--- src/rtl/gesture_classifier.sv ---
// Motion-vector gesture classifier: qualifies per-strobe direction candidates,
// confirms a run of matching candidates, emits one gesture, then blanks input.
module gesture_classifier #(
  parameter int ACC_SUM_BITS    = 18,
  parameter int ACC_COUNT_BITS  = 12,
  parameter int MIN_EVENTS      = 20,
  parameter int MIN_MAGNITUDE   = 64,
  parameter int DOMINANCE_SHIFT = 1,
  parameter int CONFIRM_COUNT   = 2,
  parameter int COOLDOWN_CYCLES = 1000
) (
  input  logic                           clk,
  input  logic                           rst,
  input  logic                           in_valid,
  input  logic signed [ACC_SUM_BITS-1:0] delta_x,
  input  logic signed [ACC_SUM_BITS-1:0] delta_y,
  input  logic [ACC_SUM_BITS-1:0]        abs_delta_x,
  input  logic [ACC_SUM_BITS-1:0]        abs_delta_y,
  input  logic [ACC_COUNT_BITS-1:0]      total_events,
  output logic                           gesture_valid,
  output logic [1:0]                     gesture_dir,
  output logic                           busy,
  output logic [7:0]                     gesture_count
);

  typedef enum logic [1:0] {IDLE, CONFIRM, COOLDOWN} state_t;

  localparam logic [1:0] DIR_UP    = 2'd0;
  localparam logic [1:0] DIR_DOWN  = 2'd1;
  localparam logic [1:0] DIR_LEFT  = 2'd2;
  localparam logic [1:0] DIR_RIGHT = 2'd3;

  localparam int EXT_W = ACC_SUM_BITS + DOMINANCE_SHIFT;
  localparam int CD_W  = (COOLDOWN_CYCLES > 1) ? $clog2(COOLDOWN_CYCLES) : 1;
  localparam logic [3:0]      CONFIRM_N = 4'(CONFIRM_COUNT);
  localparam logic [CD_W-1:0] CD_LOAD   = CD_W'(COOLDOWN_CYCLES - 1);

  // Widened so the shifted minor axis never loses its top bits.
  function automatic logic dominates(input logic [ACC_SUM_BITS-1:0] major,
                                     input logic [ACC_SUM_BITS-1:0] minor);
    logic [EXT_W-1:0] major_ext;
    logic [EXT_W-1:0] minor_ext;
    major_ext = EXT_W'(major);
    minor_ext = EXT_W'(minor) << DOMINANCE_SHIFT;
    return major_ext > minor_ext;
  endfunction

  function automatic logic positive(input logic signed [ACC_SUM_BITS-1:0] v);
    return !v[ACC_SUM_BITS-1] && (v != '0);
  endfunction

  state_t                    state, state_next;
  logic [3:0]                streak;
  logic [1:0]                dir_q;
  logic [CD_W-1:0]           cd_cnt;

  logic                      h_dom_p0, v_dom_p0, cand_p0;
  logic [ACC_SUM_BITS-1:0]   max_mag_p0;
  logic [1:0]                cand_dir_p0;
  logic                      hit, same_dir, emit;
  logic [3:0]                streak_inc;

  // Stage p0: combinational candidate evaluation on the raw inputs
  always_comb begin
    h_dom_p0   = dominates(abs_delta_x, abs_delta_y);
    v_dom_p0   = dominates(abs_delta_y, abs_delta_x);
    max_mag_p0 = (abs_delta_x > abs_delta_y) ? abs_delta_x : abs_delta_y;
    cand_p0    = (total_events >= ACC_COUNT_BITS'(MIN_EVENTS)) &&
                 (max_mag_p0 >= ACC_SUM_BITS'(MIN_MAGNITUDE)) &&
                 (h_dom_p0 || v_dom_p0);
    if (h_dom_p0) cand_dir_p0 = positive(delta_x) ? DIR_RIGHT : DIR_LEFT;
    else          cand_dir_p0 = positive(delta_y) ? DIR_DOWN  : DIR_UP;
  end

  always_ff @(posedge clk) begin
    if (rst) state <= IDLE;
    else     state <= state_next;
  end

  always_comb begin
    state_next = state;
    case (state)
      IDLE:     if (hit) state_next = emit ? COOLDOWN : CONFIRM;
      CONFIRM: begin
        if (in_valid) begin
          if (!cand_p0)  state_next = IDLE;
          else if (emit) state_next = COOLDOWN;
        end
      end
      COOLDOWN: if (cd_cnt == '0) state_next = IDLE;
      default:  state_next = IDLE;
    endcase
  end

  always_comb begin
    hit        = in_valid && cand_p0;
    same_dir   = (cand_dir_p0 == dir_q);
    streak_inc = streak + 4'd1;
    emit       = 1'b0;
    case (state)
      IDLE:    emit = hit && (CONFIRM_N == 4'd1);
      CONFIRM: emit = hit && same_dir && (streak_inc == CONFIRM_N);
      default: emit = 1'b0;
    endcase
    busy = (state == COOLDOWN);
  end

  // Stage p1: registered streak, cooldown timer and emit outputs
  always_ff @(posedge clk) begin
    if (rst) begin
      streak        <= '0;
      cd_cnt        <= '0;
      gesture_valid <= 1'b0;
      gesture_dir   <= DIR_UP;
      gesture_count <= '0;
    end else begin
      gesture_valid <= emit;
      if (emit) begin
        gesture_dir   <= cand_dir_p0;
        gesture_count <= gesture_count + 8'd1;
        cd_cnt        <= CD_LOAD;
        streak        <= '0;
      end else begin
        case (state)
          IDLE: if (hit) begin
            streak <= 4'd1;
            dir_q  <= cand_dir_p0;
          end
          CONFIRM: if (in_valid) begin
            if (!cand_p0) begin
              streak <= '0;
            end else if (same_dir) begin
              streak <= streak_inc;
            end else begin
              streak <= 4'd1;
              dir_q  <= cand_dir_p0;
            end
          end
          COOLDOWN: if (cd_cnt != '0) cd_cnt <= cd_cnt - 1'b1;
          default: streak <= '0;
        endcase
      end
    end
  end

endmodule
--- config.mk ---
export PLATFORM = sky130hd
export DESIGN_NAME = gesture_classifier
export DESIGN_NICKNAME = d
export VERILOG_FILES = /design/src/rtl/gesture_classifier.sv
export SDC_FILE = /design/constraint.sdc
export NUM_CORES = 1
export LEC_CHECK = 0
export ABC_AREA = 1
export BUFFER_PORTS_ARGS = -buffer_cell sky130_fd_sc_hd__buf_4
export CORE_MARGIN = 2
export CORE_UTILIZATION = 30
export CTS_CLUSTER_SIZE = 12
export DETAILED_ROUTE_END_ITERATION = 12
export PLACE_DENSITY = 0.59
export SLEW_MARGIN = 10
export SYNTH_ARGS = -nofsm -noshare
export SYNTH_HDL_FRONTEND = slang
export SYNTH_SLANG_ARGS = --single-unit
--- constraint.sdc ---
create_clock -name clk -period 2.6 [get_ports clk]
set_clock_uncertainty 0.2 [all_clocks]
set_input_delay 0.52 -clock clk [delete_from_list [all_inputs] [get_ports clk]]
set_output_delay 0.52 -clock clk [all_outputs]
set_load 0.05 [all_outputs]
==> results of run 1 <==
[cell type report]
| type | instances | share of cell area, % |
|---|---|---|
| Clock buffer | 7 | 1.859 |
| Clock inverter | 1 | 0.09655 |
| Inverter | 83 | 6.469 |
| Multi-Input combinational cell | 374 | 51.56 |
| Sequential cell | 29 | 11.59 |
| Tap cell | 136 | 3.283 |
| Timing Repair Buffer | 164 | 25.15 |
[tightest hold or removal path, stage by stage (launching register included)]
cell     delay [ns]
dfxtp_1        0.31
nand3_1        0.07
o21ai_1        0.05
[flip-flops by register name, summed over array words and instances (netlist names)]
signal / flops
gesture_count: 8
dir_q: 2
gesture_valid: 1
cd_cnt: 10
streak: 4
gesture_dir: 2
state: 2
[kinds of logic after synthesis]
logic type	count (synthesis)	share of synthesized area [%]
compound gates	60	10.60
fa+ha+maj	56	21.75
buf+inv	86	10.52
xor+xnor	10	2.718
simple gates	247	35.77
flops	29	18.64
[synth_stat cells, types with 5 or more instances]
master	n	share of area (%)
o21ai_0	11	1.7
ha_1	56	22
inv_2	7	0.82
xor2_1	5	1.4
dfxtp_1	27	17
xnor2_1	5	1.4
nand4_1	21	4.1
nor3_1	11	1.7
inv_1	74	8.6
nor2_1	45	5.2
nand2_1	114	13
nor4_1	6	1.2
nand3_1	30	4.7
a21oi_1	30	4.7
a21oi_2	5	1.4
[per-stage QoR]
step	setup TNS, ns	hold slack (ns)	std cells	utilization, %	total power (W)
finish	-0.6474	0.2783	794	49.99	0.001547
global placement	-7.242	0.2681	778	44.65	0.001043
CTS	-0.09951	0.2812	788	46.07	0.001482
global route	-3.977	0.3026	794	49.99	0.001665
detailed placement	-8.814	0.2721	778	44.65	0.001055
floorplan	-0.09873	0.2553	488	-	0.0007759
[path summary, 6_finish.rpt]
path                   start        endpoint  cells past startpoint
min           gesture_dir[1]  gesture_dir[1]                      2
max          abs_delta_y[12]        dir_q[0]                     16
max reg2reg        cd_cnt[0]       cd_cnt[7]                     14
min reg2reg   gesture_dir[1]  gesture_dir[1]                      2
[routing by layer]
| metal | GRT usage (%) | vias up |
|---|---|---|
| met5 | 0 | - |
| met4 | 2.473 | 0 |
| met3 | 2.663 | 10 |
| met2 | 28.39 | 80 |
| met1 | 19.68 | 1676 |
| li1 | - | 1964 |
[timing repair]
item	4_1_cts	5_1_grt
pin swaps	1	47
gates resized for setup	9	79
endpoints found under the setup margin	22	29
gates cloned	1	0
buffers inserted	1	6
[power breakdown]
part | total (W) | switching, W | internal, W
registers | 0.000472 | 0.0000103 | 0.000462
logic | 0.000667 | 0.000335 | 0.000333
clock network | 0.000408 | 0.000169 | 0.000239
==> results.txt, run 1 <==
Worst-Margin Slew - 0.3813 ns
Share of layout cells above drive strength 1 - 39.51%
Dominant synthesized flop cell - dfxtp_1
Fin nets - 800
Status - complete, but fails checks
Final min period - 2.659 ns
Max Used Layer - met4
Clk buf depth - 2
Final Slew Violations - 0
TritonCTS buffer count - 5
Area growth syn-to-layout - 60.89%
Root Driver - clkbuf_8
Kind of critical path - input pin to register
Hold crit path type - register to register
Initial drt markers - 130
Gate Count Post-Synth - 488
CP required - 2.45 ns
Final Setup Violations - 19
Average wire per standard cell - 11.93 microns
Share of flip-flops with an asynchronous set or reset - 0%
Starting Density - 31.07%
CTS clk-pin slew, worst paths - 0.06 ns
Vias - 3730
Final ANT Viol Nets - 0
CP top delay family - simple AND/OR/NAND/NOR gates
Max Fclk - 0.3760 GHz
CP startpoint kind - input pin
Core Rows - 37
Worst path max stage delay - 0.25 ns
FF+latch area - 600.6 sq um
Worst R2R Setup Slack - 0.31 ns
Met3 Wirelength - 420 microns
Post-Syn Nets - 631
DR DRC count - 0
Antenna violations before repair - 0
Filler cells - 1019
Number of global-route vias before repair - 3554
Met1 wire length - 4252 microns
Pwr dens - 298.5 nW/um^2
WL final - 9475 microns
Dpl ws - -0.3684 ns
Total grt overflow - 0
Clock Latency Late Sink - 0.28 ns
RSZ-0062 raised after global routing - true
Ant. Diodes - 0
Syn Std Cell Area - 3222 sq um
Synthesis Warnings - 0
Max-cap violations - 0
Commonest non-fill, non-tap cell in the layout - buf_4
Worst Path Buf+Inv - 3
Number of vias per cell - 4.698
CP Max Fanout - 5
Buffers added on ports - 96
Multi-input logic area - 2673 sq um
Pleak - 2.553 nW
Post-CTS Hold Fix Bufs - 0
WL met2 - 4727 microns
Worst Path Arrival - 2.51 ns
Syn_area_per_cell - 6.602 sq um
Tcrit/Tclk final - 102.3%
Design Area, Final - 5184 sq um
Failing checks - negative setup slack
CTS tree - done
Max-slew headroom - 74.35%
PnR worst setup slack - -0.05925 ns
Final hold vios - 0
Pre-antenna DRT Iters - 4
Placed Area - 4631 sq um
Height of the die - 107.6 microns
CP max-delay cell - ha_4
RD Place Congestion - 0.8483
Clock Sinks - 29
Synthesis-stage register bit count - 29
Detail Placement HPWL - 7631 microns
EDFF count, synth - 2
Most frequent cells in the layout - buf_4, nand2_1, inv_1, nor2_1, ha_1
Overall Global Routing Usage - 15.68%
Count of different cell masters after synthesis - 38
Worst Setup End Kind - register
Seq/Total Area, Yosys - 18.64%
Worst vdd ir - 249.8 uV
First-pass GRT wire length - 14990 microns
CORE AREA - 10370 sq um
CP Cell Sequence - buf_8 -> inv_8 -> ha_4 -> nand2_2 -> inv_2 -> nand3_4 -> nor3_4 -> nand4_1 -> nand3_1 -> nand2_2 -> nor2_4 -> nand3_4 -> nor2_4 -> nand3_4 -> nand2_4 -> nor2_4
# IOs - 99
Chip width - 107.6 microns
H-tree levels - 2
Die area - 11580 sq um
Pin count of the biggest net entering global routing - 15
(Power assumes the default switching activity.)
==> inputs of run 2 (changes only) <==
- clock period: 2.6 -> 2.3 ns (I/O delays scaled with it)
==> run 2 against run 1 <==
- the flow still finishes with violations (negative setup slack)
- core utilization grew 1.6 points
- final area grew 3.1%
- die area is the same
- critical path depth shrank 1
- register-to-register slack lost 0.23 ns
- sequential share of layout area shrank 0.35 points
- critical endpoint is now dir_q[1]
- largest power group unchanged
==> results.txt, run 2 (synthesis gave the netlist of run 1 again) <==
Tcrit/Tclk final - 112.4%
Hold crit path type - register to register (unchanged)
Commonest non-fill, non-tap cell in the layout - buf_4 (unchanged)
Most used cell, CP - nand3_4
Design Area, Final - 5345 sq um (was 5184 sq um)
Worst vdd ir - 284.0 uV (was 249.8 uV)
Worst-Margin Slew - 0.3651 ns (was 0.3813 ns)
Max-slew headroom - 75.51% (was 74.35%)
# IOs - 99 (unchanged)
Cell Count, Final, Fillers Out - 794 (unchanged)
Root Driver - clkbuf_8 (unchanged)
CP required - 2.09 ns (was 2.45 ns)
WL final - 10140 microns (was 9475 microns)
Final Setup Violations - 30 (was 19)
Antenna violations before repair - 0 (unchanged)
Core Rows - 37 (unchanged)
CP top delay family - simple AND/OR/NAND/NOR gates (unchanged)
Worst reg2reg path depth - 14 (unchanged)
Worst Path Buf+Inv - 3 (unchanged)
Dpl ws - -0.6568 ns (was -0.3684 ns)
Initial drt markers - 177 (was 130)
Setup crit end - dir_q[1] (was dir_q[0])
CTS clk-pin slew, worst paths - 0.06 ns (about the same)
Largest register by flop count - cd_cnt (unchanged)
Crit. path cell count - 15 (was 16)
Max-cap violations - 0 (unchanged)
Chip width - 107.6 microns (unchanged)
Most frequent cells in the layout - buf_4, nand2_1, inv_1, nor2_1, ha_1 (unchanged)
Clock Latency Late Sink - 0.28 ns (about the same)
Pleak - 2.583 nW (was 2.553 nW)
Critical path origin - abs_delta_x[17] (was abs_delta_y[12])
Final hold slack - 0.2816 ns (was 0.2783 ns)
Max Fclk - 0.3869 GHz
Sw frac - 32.41% (was 33.23%)
Overall Global Routing Usage - 16.71% (was 15.68%)
Pre-antenna DRT Iters - 4 (unchanged)
Sequential Power Share - 28.6% (was 30.5%)
Worst path max stage delay - 0.28 ns (was 0.25 ns)
Number of vias per cell - 4.719 (was 4.698)
Height of the die - 107.6 microns (unchanged)
Cell Int Power - 0.001266 W (was 0.001033 W)
CTS tree - done (unchanged)
Vias - 3747 (was 3730)
Total grt overflow - 0 (unchanged)
Average wire per standard cell - 12.77 microns (was 11.93 microns)
Worst R2R Setup Slack - 0.08 ns (was 0.31 ns)
Die area - 11580 sq um (unchanged)
Worst Path Arrival - 2.38 ns (was 2.51 ns)
DR DRC count - 0 (unchanged)
Failing checks - negative setup slack (unchanged)
Clk buf depth - 2 (unchanged)
Number of global-route vias before repair - 3722 (was 3554)
CP startpoint kind - input pin (unchanged)
Fin nets - 800 (unchanged)
First-pass GRT wire length - 15980 microns (was 14990 microns)
H-tree levels - 2 (unchanged)
Util after Layout - 51.54% (was 49.99%)
Clock Sinks - 29 (unchanged)
CORE AREA - 10370 sq um (unchanged)
Placed Area - 4631 sq um (unchanged)
Pwr dens - 350.3 nW/um^2 (was 298.5 nW/um^2)
Comb pwr share - 42.6% (was 43.1%)
Final ANT Viol Nets - 0 (unchanged)
CP max-delay cell - o21ai_1 (was ha_4)
FF-to-FF Start - cd_cnt[0] (unchanged)
Status - complete, but fails checks (unchanged)
Post-CTS Hold Fix Bufs - 0 (unchanged)
Filler cells - 1001 (was 1019)
Max reg flops - 10 (unchanged)
Ant. Diodes - 0 (unchanged)
Buffers added on ports - 96 (unchanged)
RD Place Congestion - 0.8959 (was 0.8483)
Clock share of power - 28.8% (was 26.4%)
PnR worst setup slack - -0.2847 ns (was -0.05925 ns)
Pin count of the biggest net entering global routing - 15 (unchanged)
Placed cell count - 776 (was 778)
RSZ-0062 raised after global routing - true (unchanged)
Reg-to-reg endpoint - state[0] (was cd_cnt[7])
Final Slew Violations - 0 (unchanged)
Regs by FF count - cd_cnt x10, gesture_count x8, streak x4 (unchanged)
Final min period - 2.585 ns
CP Max Fanout - 6 (was 5)
Final hold vios - 0 (unchanged)
Area growth syn-to-layout - 65.90% (was 60.89%)
CP Cell Sequence - buf_4 -> buf_12 -> ha_4 -> nand2_1 -> o21ai_1 -> nor2_2 -> nand3_4 -> nand2_8 -> nand2_4 -> nand3b_1 -> nand3_4 -> inv_4 -> nand3_4 -> nand2_4 -> nor2_4 (was buf_8 -> inv_8 -> ha_4 -> nand2_2 -> inv_2 -> nand3_4 -> nor3_4 -> nand4_1 -> nand3_1 -> nand2_2 -> nor2_4 -> nand3_4 -> nor2_4 -> nand3_4 -> nand2_4 -> nor2_4)
Worst Setup End Kind - register (unchanged)
Share of layout cells above drive strength 1 - 41.79% (was 39.51%)
Detail Placement HPWL - 7858 microns (was 7631 microns)
Starting Density - 31.07% (unchanged)
Kind of critical path - input pin to register (unchanged)
Sw power - 0.0006068 W (was 0.0005141 W)
TritonCTS buffer count - 5 (unchanged)
## run 2: changes by cell type in the layout (fill, tap and decap cells not counted), moves of 4 or more
cell	before	now
buf_4	150	145
buf_6	10	15
ha_1	41	37
ha_4	15	19
inv_4	3	7
nand2_4	2	6
## run 2: what timing repair did
| item | CTS | global route |
|---|---|---|
| gates cloned | 1 | 0 |
| gates resized for setup | 52 | 61 |
| endpoints found under the hold margin | 0 | 0 |
| pin swaps | 21 | 25 |
| buffers inserted | 9 | 0 |
| setup endpoints to repair | 29 | 30 |
## run 2: layout make-up
cell class,count,area (sq um),share of cell area (%)
Timing Repair Buffer,164,1328,24.84
Clock inverter,1,30.03,0.5618
Sequential cell,29,600.6,11.24
Multi-Input combinational cell,374,2793,52.25
Clock buffer,7,86.33,1.615
Tap cell,136,170.2,3.184
Inverter,83,337.8,6.320
## run 2: metal layers
layer / vias up / routed length (microns) / GRT usage, % / share of wire, %
met3: 11 / 501 / 2.482 / 4.9
met4: 0 / 123 / 4.487 / 1.2
li1: 1963 / - / - / -
met5: - / 0 / 0 / 0
met2: 91 / 5021 / 29.74 / 50
met1: 1682 / 4495 / 20.88 / 44
## run 2: how the worst min path moves through the flow
stage	from	cells past startpoint	slack [ns]	to
3_3_place_gp	streak[3]	2	0.26	streak[3]
6_report	gesture_dir[0]	2	0.28	gesture_dir[0]
4_1_cts	rst	2	0.27	cd_cnt[6]
5_1_grt	rst	2	0.29	cd_cnt[2]
3_5_place_dp	gesture_dir[0]	2	0.28	gesture_dir[0]
2_1_floorplan	cd_cnt[0]	2	0.26	cd_cnt[0]
## run 2: power groups by stage
stage               Clock (W)  Sequential, W  Combinational [W]
detailed placement          0       0.000545           0.000649
CTS                  0.000552       0.000534           0.000724
floorplan                   0       0.000543           0.000335
global route         0.000576       0.000536           0.000888
global placement            0       0.000544           0.000639
finish               0.000539       0.000535           0.000798
## run 2: metrics by stage
stage / total power [W] / TNS [ns]
after floorplan: 0.0008779 / -4.683
after global placement: 0.001183 / -16.94
after detailed placement: 0.001194 / -17.67
after CTS: 0.001810 / -4.728
after global routing: 0.002001 / -9.286
final: 0.001873 / -5.552
## run 2: worst reg2reg max path, cell delays in order (launching register included)
cell and delay [ns]:
dfxtp_1 0.31, inv_1 0.07, ha_1 0.16, inv_1 0.07, nor4_2 0.29, nand3_1 0.11
nor3_1 0.20, nor2_2 0.11, inv_2 0.13, nand2_1 0.08, a21oi_1 0.12, nand2_1 0.08
nand2_1 0.08, nand2_1 0.05, nor2_1 0.11
==> inputs of run 3 (changes only) <==
- CORE_UTILIZATION: 30 -> 48
- PLACE_DENSITY: 0.59 -> 0.84
==> run 3 against run 2 <==
- the flow still finishes with violations (negative setup slack)
- clock power shrank 21%
- critical path depth stayed put
- core utilization grew 27 points
- total power decreased by 6.3%
- count of clock-buffer cells in the layout up 1
- non-clock buffer count is 12 lower
- flip-flop and latch count stayed put
- critical endpoint is now gesture_count[0]
- global-route usage is 13 points higher
- largest cell class unchanged
- sequential power is essentially flat
- fmax fell by 0.75%
==> results.txt, run 3 (synthesis gave the netlist of run 1 again) <==
Status - complete, but fails checks (unchanged)
Failing checks - negative setup slack (unchanged)
Final Slew Violations - 0 (unchanged)
Most frequent cells in the layout - buf_4, nand2_1, inv_1, nor2_1, ha_1 (unchanged)
Initial drt markers - 186 (was 177)
RD Place Congestion - 0.9152 (was 0.8959)
# IOs - 99 (unchanged)
Multi-input logic area - 2741 sq um (was 2793 sq um)
Sw power - 0.0006127 W (was 0.0006068 W)
Comb pwr share - 45.2% (was 42.6%)
Pwr dens - 347.9 nW/um^2 (was 350.3 nW/um^2)
First-pass GRT wire length - 17810 microns (was 15980 microns)
Tcrit/Tclk final - 113.2% (was 112.4%)
CTS clk-pin slew, worst paths - 0.06 ns (about the same)
TritonCTS buffer count - 5 (unchanged)
Hold crit path type - input pin to register (was register to register)
Max Fclk - 0.3840 GHz (was 0.3869 GHz)
Clock share of power - 24.3% (was 28.8%)
Overall Global Routing Usage - 29.49% (was 16.71%)
Worst R2R Setup Slack - 0 ns (was 0.08 ns)
Kind of critical path - input pin to register (unchanged)
Final min period - 2.604 ns (was 2.585 ns)
Largest register by flop count - cd_cnt (unchanged)
Vias - 4067 (was 3747)
CTS tree - done (unchanged)
CP Max Fanout - 6 (unchanged)
Area growth syn-to-layout - 56.58% (was 65.90%)
Final hold vios - 0 (unchanged)
Final hold slack - 0.2687 ns (was 0.2816 ns)
Clk buf depth - 2 (unchanged)
Die area - 7383 sq um (was 11580 sq um)
Clock Latency Late Sink - 0.28 ns (about the same)
Starting Density - 50.17% (was 31.07%)
Pin count of the biggest net entering global routing - 15 (unchanged)
Sequential Power Share - 30.5% (was 28.6%)
Sw frac - 34.91% (was 32.41%)
DR DRC count - 0 (unchanged)
Max-cap violations - 0 (unchanged)
Max-slew headroom - 75.43% (was 75.51%)
Util after Layout - 78.55% (was 51.54%)
Chip width - 85.93 microns (was 107.6 microns)
Final ANT Viol Nets - 0 (unchanged)
Worst Hold End - cd_cnt[8] (was gesture_dir[0])
Total power - 0.001755 W (was 0.001873 W)
Max reg flops - 10 (unchanged)
PnR worst setup slack - -0.3043 ns (was -0.2847 ns)
Cell Int Power - 0.001142 W (was 0.001266 W)
Regs by FF count - cd_cnt x10, gesture_count x8, streak x4 (unchanged)
Core Rows - 29 (was 37)
Height of the die - 85.93 microns (was 107.6 microns)
RSZ-0062 raised after global routing - true (unchanged)
Final Setup Violations - 29 (was 30)
Root Driver - clkbuf_8 (unchanged)
Number of vias per cell - 5.633 (was 4.719)
Setup TNS - -7.833 ns (was -5.552 ns)
Worst Path Arrival - 2.62 ns (was 2.38 ns)
Buffers added on ports - 96 (unchanged)
FF-to-FF Start - cd_cnt[0] (unchanged)
Antenna violations before repair - 0 (unchanged)
Ant. Diodes - 0 (unchanged)
Worst-Margin Slew - 0.3663 ns (was 0.3651 ns)
WL final - 11530 microns (was 10140 microns)
Critical hold path startpoint - rst (was gesture_dir[0])
Average wire per standard cell - 15.97 microns (was 12.77 microns)
Worst vdd ir - 420.8 uV (was 284.0 uV)
CORE AREA - 6422 sq um (was 10370 sq um)
Worst Setup End Kind - register (unchanged)
Worst reg2reg path depth - 14 (unchanged)
Detail Placement HPWL - 7929 microns (was 7858 microns)
Reg-to-reg endpoint - cd_cnt[7] (was state[0])
Share of layout cells above drive strength 1 - 40.31% (was 41.79%)
CP required - 2.32 ns (was 2.09 ns)
FF+latch area - 600.6 sq um (unchanged)
Post-CTS Hold Fix Bufs - 0 (unchanged)
Filler cells - 412 (was 1001)
H-tree levels - 2 (unchanged)
Hold path cells - 2 (unchanged)
Pre-antenna DRT Iters - 4 (unchanged)
Pleak - 2.470 nW (was 2.583 nW)
Commonest non-fill, non-tap cell in the layout - buf_4 (unchanged)
CP startpoint kind - input pin (unchanged)
Total grt overflow - 0 (unchanged)
Number of global-route vias before repair - 4112 (was 3722)
Clock Sinks - 29 (unchanged)
Fin nets - 787 (was 800)
-- run 3: cell count changes in the layout (fill, tap and decap cells not counted), sizes merged --
cell and change:
buf -12, bufinv -1, clkbuf +1, clkinv -1
inv +1, nand3 -1
-- run 3: power by group through the flow --
stage / clock network [W] / logic (W) / registers (W)
2_1_floorplan: 0 / 0.000335 / 0.000543
3_3_place_gp: 0 / 0.000607 / 0.000544
3_5_place_dp: 0 / 0.000634 / 0.000545
4_1_cts: 0.000430 / 0.000714 / 0.000534
5_1_grt: 0.000451 / 0.000861 / 0.000536
6_report: 0.000427 / 0.000793 / 0.000535
-- run 3: how the worst max path moves through the flow --
stage	from	end
after CTS	abs_delta_y[9]	gesture_count[2]
after global placement	abs_delta_y[12]	dir_q[1]
after floorplan	abs_delta_y[9]	dir_q[0]
after detailed placement	abs_delta_y[12]	cd_cnt[3]
after global routing	abs_delta_y[9]	gesture_dir[1]
final	abs_delta_y[9]	gesture_count[0]
-- run 3: what timing repair did --
item,in CTS,in global routing
gates resized for setup,62,34
pin swaps,23,23
buffers inserted,8,2
endpoints found under the setup margin,29,29
-- run 3: cell type report --
cell class                      instances  area share, %
Multi-Input combinational cell        373          54.34
Tap cell                               77          1.910
Inverter                               83          6.548
Clock buffer                            8          1.786
Sequential cell                        29          11.90
Timing Repair Buffer                  152          23.51
-- run 3: metrics by stage --
| stage | cells | instance area, sq um | worst slack, ns |
|---|---|---|---|
| 2_1_floorplan | 488 | 3298 | -0.2752 |
| 5_1_grt | 722 | 5045 | -0.4108 |
| 4_1_cts | 720 | 4873 | -0.1674 |
| 3_3_place_gp | 704 | 4434 | -0.5089 |
| 6_report | 722 | 5045 | -0.3043 |
| 3_5_place_dp | 704 | 4434 | -0.6057 |
-- run 3: per-layer routing --
metal	GRT usage, %	share of wire, %	up-vias
met4	16.31	5.8	0
li1	-	-	1930
met2	55.39	51	159
met3	5.390	5.4	66
met1	30.46	37	1912
met5	0	0	-
-- run 3: worst max-delay path, cell delays in order --
cell and delay [ns]:
buf_8 0.08, clkinvlp_4 0.12, ha_4 0.30, nand4_1 0.14
nor3_2 0.26, nand3_2 0.16, nand2_4 0.15, nand2_2 0.09
nand3b_1 0.13, nand3_4 0.11, inv_4 0.08, nand3_4 0.15
nor2_4 0.18, inv_2 0.08, o21ai_2 0.13
